--- config.mk ---
export PLATFORM = sky130hd
export DESIGN_NAME = coupling_weight_loader
export DESIGN_NICKNAME = d
export VERILOG_FILES = /design/src/rtl/coupling_weight_loader.sv
export SDC_FILE = /design/constraint.sdc
export NUM_CORES = 1
export LEC_CHECK = 0
export CORE_ASPECT_RATIO = 0.5
export CORE_UTILIZATION = 57
export CTS_BUF_LIST = sky130_fd_sc_hd__clkbuf_4 sky130_fd_sc_hd__clkbuf_8
export CTS_CLUSTER_SIZE = 8
export DETAILED_ROUTE_END_ITERATION = 10
export GPL_ROUTABILITY_DRIVEN = 0
export PLACE_DENSITY = 0.82
export SYNTH_ARGS = -nofsm -noshare
export SYNTH_HDL_FRONTEND = slang
export SYNTH_SLANG_ARGS = --single-unit
--- constraint.sdc ---
create_clock -name clk -period 3.55 [get_ports clk]
set_input_delay 0.8875 -clock clk [delete_from_list [all_inputs] [get_ports clk]]
set_output_delay 0.8875 -clock clk [all_outputs]
set_load 0.02 [all_outputs]
--- src/rtl/coupling_weight_loader.sv ---
// coupling_weight_loader
//   Loads the N x N coupling-weight matrix of a coupled-cell oscillator array
//   from one valid/ready stream of weight codes. Beats land in a shadow bank in
//   row-major order. The finished matrix is copied into the active bank in a
//   single cycle, so the array never sees a half-loaded configuration.
//
// Ports
//   clk         single clock
//   rst         synchronous, active-high reset
//   start_i     pulse: begin a full-matrix load (honoured only when idle)
//   clear_i     pulse: set all active weights to the neutral code (idle only)
//   wt_valid_i  weight beat valid
//   wt_data_i   weight code for the current matrix entry
//   wt_ready_o  a beat is accepted this cycle when wt_valid_i is also high
//   busy_o      a load or commit is in progress
//   done_o      one-cycle pulse coincident with new contents on weights_o
//   err_o       sticky: an out-of-range code was dropped in the current/last load
//   weights_o   active bank; entry k = row*N + col at [k*WBITS +: WBITS]
module coupling_weight_loader #(
   parameter int N           = 4,
   parameter int NUM_WEIGHTS = 5,
   localparam int WBITS      = $clog2(NUM_WEIGHTS)
) (
   input  logic                     clk,
   input  logic                     rst,
   input  logic                     start_i,
   input  logic                     clear_i,
   input  logic                     wt_valid_i,
   input  logic [WBITS-1:0]         wt_data_i,
   output logic                     wt_ready_o,
   output logic                     busy_o,
   output logic                     done_o,
   output logic                     err_o,
   output logic [N*N*WBITS-1:0]     weights_o
);

   localparam int CELLS = N * N;
   localparam int IDXW  = $clog2(CELLS);
   // Zero-coupling code: equal delay for match and mismatch.
   localparam logic [WBITS-1:0] NEUTRAL  = WBITS'((NUM_WEIGHTS - 1) / 2);
   localparam logic [IDXW-1:0]  LAST_IDX = IDXW'(CELLS - 1);

   typedef enum logic [1:0] {
      IDLE   = 2'd0,
      LOAD   = 2'd1,
      COMMIT = 2'd2
   } state_t;

   state_t           state;
   state_t           state_next;
   logic [IDXW-1:0]  idx;
   logic             ready;
   logic             done;
   logic             err;
   logic             beat;
   logic [WBITS-1:0] active [CELLS];
   logic [WBITS-1:0] shadow [CELLS];

   function automatic logic code_legal(input logic [WBITS-1:0] code);
      return int'(code) < NUM_WEIGHTS;
   endfunction

   assign beat = wt_valid_i & ready;

   always_comb begin
      state_next = state;
      unique case (state)
         IDLE:    if (start_i) state_next = LOAD;
         LOAD:    if (beat && (idx == LAST_IDX)) state_next = COMMIT;
         COMMIT:  state_next = IDLE;
         default: state_next = IDLE;
      endcase
   end

   always_ff @(posedge clk) begin
      if (rst) begin
         state <= IDLE;
         idx   <= '0;
         ready <= 1'b0;
         done  <= 1'b0;
         err   <= 1'b0;
         for (int k = 0; k < CELLS; k++) begin
            active[k] <= NEUTRAL;
            shadow[k] <= NEUTRAL;
         end
      end else begin
         state <= state_next;
         // Registered ready: high for exactly the cycles spent in LOAD.
         ready <= (state_next == LOAD);
         done  <= 1'b0;
         unique case (state)
            IDLE: begin
               if (start_i) begin
                  // Seed shadow from active so rejected codes keep the live value.
                  for (int k = 0; k < CELLS; k++) shadow[k] <= active[k];
                  idx <= '0;
                  err <= 1'b0;
               end else if (clear_i) begin
                  for (int k = 0; k < CELLS; k++) active[k] <= NEUTRAL;
                  done <= 1'b1;
               end
            end
            LOAD: begin
               if (beat) begin
                  if (code_legal(wt_data_i)) shadow[idx] <= wt_data_i;
                  else err <= 1'b1;
                  idx <= idx + IDXW'(1);
               end
            end
            COMMIT: begin
               for (int k = 0; k < CELLS; k++) active[k] <= shadow[k];
               done <= 1'b1;
            end
            default: ;
         endcase
      end
   end

   assign wt_ready_o = ready;
   assign busy_o     = (state != IDLE);
   assign done_o     = done;
   assign err_o      = err;

   always_comb begin
      weights_o = '0;
      for (int k = 0; k < CELLS; k++) weights_o[k*WBITS +: WBITS] = active[k];
   end

endmodule

==> metrics.cfg <==
[sta]
finalMaxSlewViolations = 0
finalCriticalPeriod_ns = 2.80
finalHoldViolCount = 0
finalWorstSetupSlack_ns = 0.745
rsz0062_at_grt = false
fmax_mhz = 357
relSlewSlack_pct = 60.3
fin_tns_setup_ns = 0
skew_ns = 0.0112
finalCritPeriodShare_pct = 79.0
setup_viol = 0
worst_slew_pin_slew_ns = 0.592

[yosys]
synthFlopType = edfxtp_1
synthTopCellsByArea = edfxtp_1 (61%), dfxtp_1 (5.2%), and2_1 (4.2%), o21ai_0 (3.5%), mux2i_1 (3.3%)
synth_nets = 368
netlist.area_leader.share_pct = 60.8
yosysWarnings = 0
yosysSeqAreaShare_pct = 66.0
ys_types = 40
synth_top_cell_by_area = edfxtp_1
async_reset_ff_share_pct = 0
synthCells = 356
synth_edf_count = 93
yosys-top-cells-count = edfxtp_1 (93), nand2_1 (37), o21ai_0 (32)
yosysMostFrequentCell = edfxtp_1
syn-cell-area_um2 = 4600
synth_area_per_cell_um2 = 12.9
ys_seq_elements = 105

[run_status]
status = completed

[floorplanning]
start_util_pct = 60.7
die_h_um = 65.5
dieArea_um2 = 8450
die_w_um = 129
fp.coreArea_um2 = 7570
io_pins = 60
rows = 22

[route]
wl_per_cell_um = 18.8
drt-pass1-iter-count = 4
vias = 3074
viasPerCell = 5.78
drt-total-wl_um = 10000
drt_iter0_markers = 310
ant_nets = 0
drcViolationCount = 0

[hold_path]
worstHoldPathType = reg2reg

[power]
total_power_uw = 2380
leakagePower_uw = 0.00202
power_per_cell_area_nw_per_um2 = 428
ir_drop_v = 0.000293

[critical_path]
cp_num_buf_inv = 2
crit_type = reg2out
crit_required_ns = 2.66
critPathTopFamily = flip-flops
worstPathMaxFanout = 16
start_kind = flip-flop
worst_ep_arrival_time_ns = 1.92
critPathCaptureType = output pin
max_stage_delay_ns = 0.70
slowest_stage = dfxtp_1
path_cells = nor2_1, inv_1, clkdlybuf4s50_1

[cts]
clock_latency_ns = 0.38
cts_tree = yes
clock-sinks = 105
ctsResizeCount = 0
numCtsBuffers = 9
cts_setup_buffers = 0
clk_pin_slew_ns = 0.11
cts_buffer_depth = 2
hold_buffers = 0
root_buffer = clkbuf_8
htree_levels = 3

[grt]
grt_pass1_vias = 2969
grt_use_total_pct = 25.7
antenna_found_initial = 0
grt_overflow = 0
grt_max_degree = 28
grt_pass1_wl_um = 15600

[run]
drv_cap = 0

[final_layout]
syn2layout_area_growth_pct = 21.0
final_layout_size_suffix_gt1_share_pct = 11.1
final_util_pct = 73.5
nets = 431
layout.cells.non_filler = 532
num_antenna_cells = 0

[placed_design]
dp_hpwl_um = 6720
dp.cells = 516
pre_cts_ws_ns = 0.492
portBuffers = 59

[worst reg2reg max path: cells and delay by family, from the launching register on]
kind / cells / cell delay (ns)
compound gates: 1 / 0.48
simple gates: 2 / 1.02
flops: 1 / 0.70
[power breakdown]
| part | switching, µW | internal (µW) |
|---|---|---|
| Clock | 445 | 341 |
| Combinational | 114 | 68.2 |
| Sequential | 21.7 | 1390 |
| Total | 581 | 1800 |
[registers in the layout (all words and copies together), names as in the netlist]
| signal | cells |
|---|---|
| shadow | 48 |
| wt_ready_o | 1 |
| err_o | 1 |
| active | 48 |
| idx | 4 |
| done_o | 1 |
| state | 2 |
[layout make-up]
type	count	area, µm²
Sequential cell	105	3030
Fill cell	503	2010
Multi-Input combinational cell	222	1460
Timing Repair Buffer	72	688
Tap cell	108	135
Clock buffer	9	124
Clock inverter	7	88.8
Inverter	9	33.8
[worst paths after layout]
kind	from	to	slack, ns	depth (start not counted)
min reg2reg	shadow[0][1]$_DFFE_PP_	active[0][1]$_SDFFE_PP1P_	0.50	1
min	shadow[0][1]$_DFFE_PP_	active[0][1]$_SDFFE_PP1P_	0.50	1
max reg2reg	state[0]$_SDFF_PP0_	shadow[2][0]$_DFFE_PP_	1.03	3
max	state[0]$_SDFF_PP0_	busy_o	0.75	3
[metal layers]
layer / share of wire [%] / up-vias / track usage (%)
li1: - / 1423 / -
met1: 44 / 1523 / 34.8
met2: 47 / 122 / 40.1
met3: 7.3 / 6 / 7.08
met4: 0.95 / 0 / 9.71
met5: 0 / - / 0
[logic make-up (layout without fill, tap and decap cells)]
logic type                 count (synthesis)  count (layout)  synth area share, %
buffers and inverters                     29              97                 2.64
DFF                                      105             105                 66.0
adders and majority gates                  4               4                 1.09
and+or+nand+nor                          142             142                 17.8
AOI/OAI and AO/OA                         55              55                 7.78
muxes                                     21              21                 4.74
[cell usage in the layout, fill, tap and decap left out, types with 2 or more instances in the layout]
| cell | count |
|---|---|
| edfxtp_1 | 93 |
| clkdlybuf4s50_1 | 59 |
| nand2_1 | 37 |
| and2_1 | 31 |
| o21ai_0 | 30 |
| nand2b_1 | 17 |
| mux2i_1 | 15 |
| buf_4 | 13 |
| nor2b_1 | 12 |
| nor2_1 | 12 |
| dfxtp_1 | 12 |
| o32a_1 | 10 |
| inv_1 | 9 |
| clkbuf_8 | 9 |
| nand3_1 | 7 |
| mux2_2 | 6 |
| nand4_2 | 5 |
| and3_1 | 4 |
| nand4_1 | 4 |
| a21oi_1 | 4 |
| ha_1 | 4 |
| inv_6 | 3 |
| o31ai_1 | 2 |
| nand4b_1 | 2 |
| nor4_1 | 2 |
[metrics by stage]
stage	hold slack (ns)	cell area (µm²)
after floorplan	0.428	4600
after global placement	0.454	5350
after detailed placement	0.473	5350
after CTS	0.497	5560
after global routing	0.506	5560
final	0.498	5560
Power figures use the tool's default switching activity.
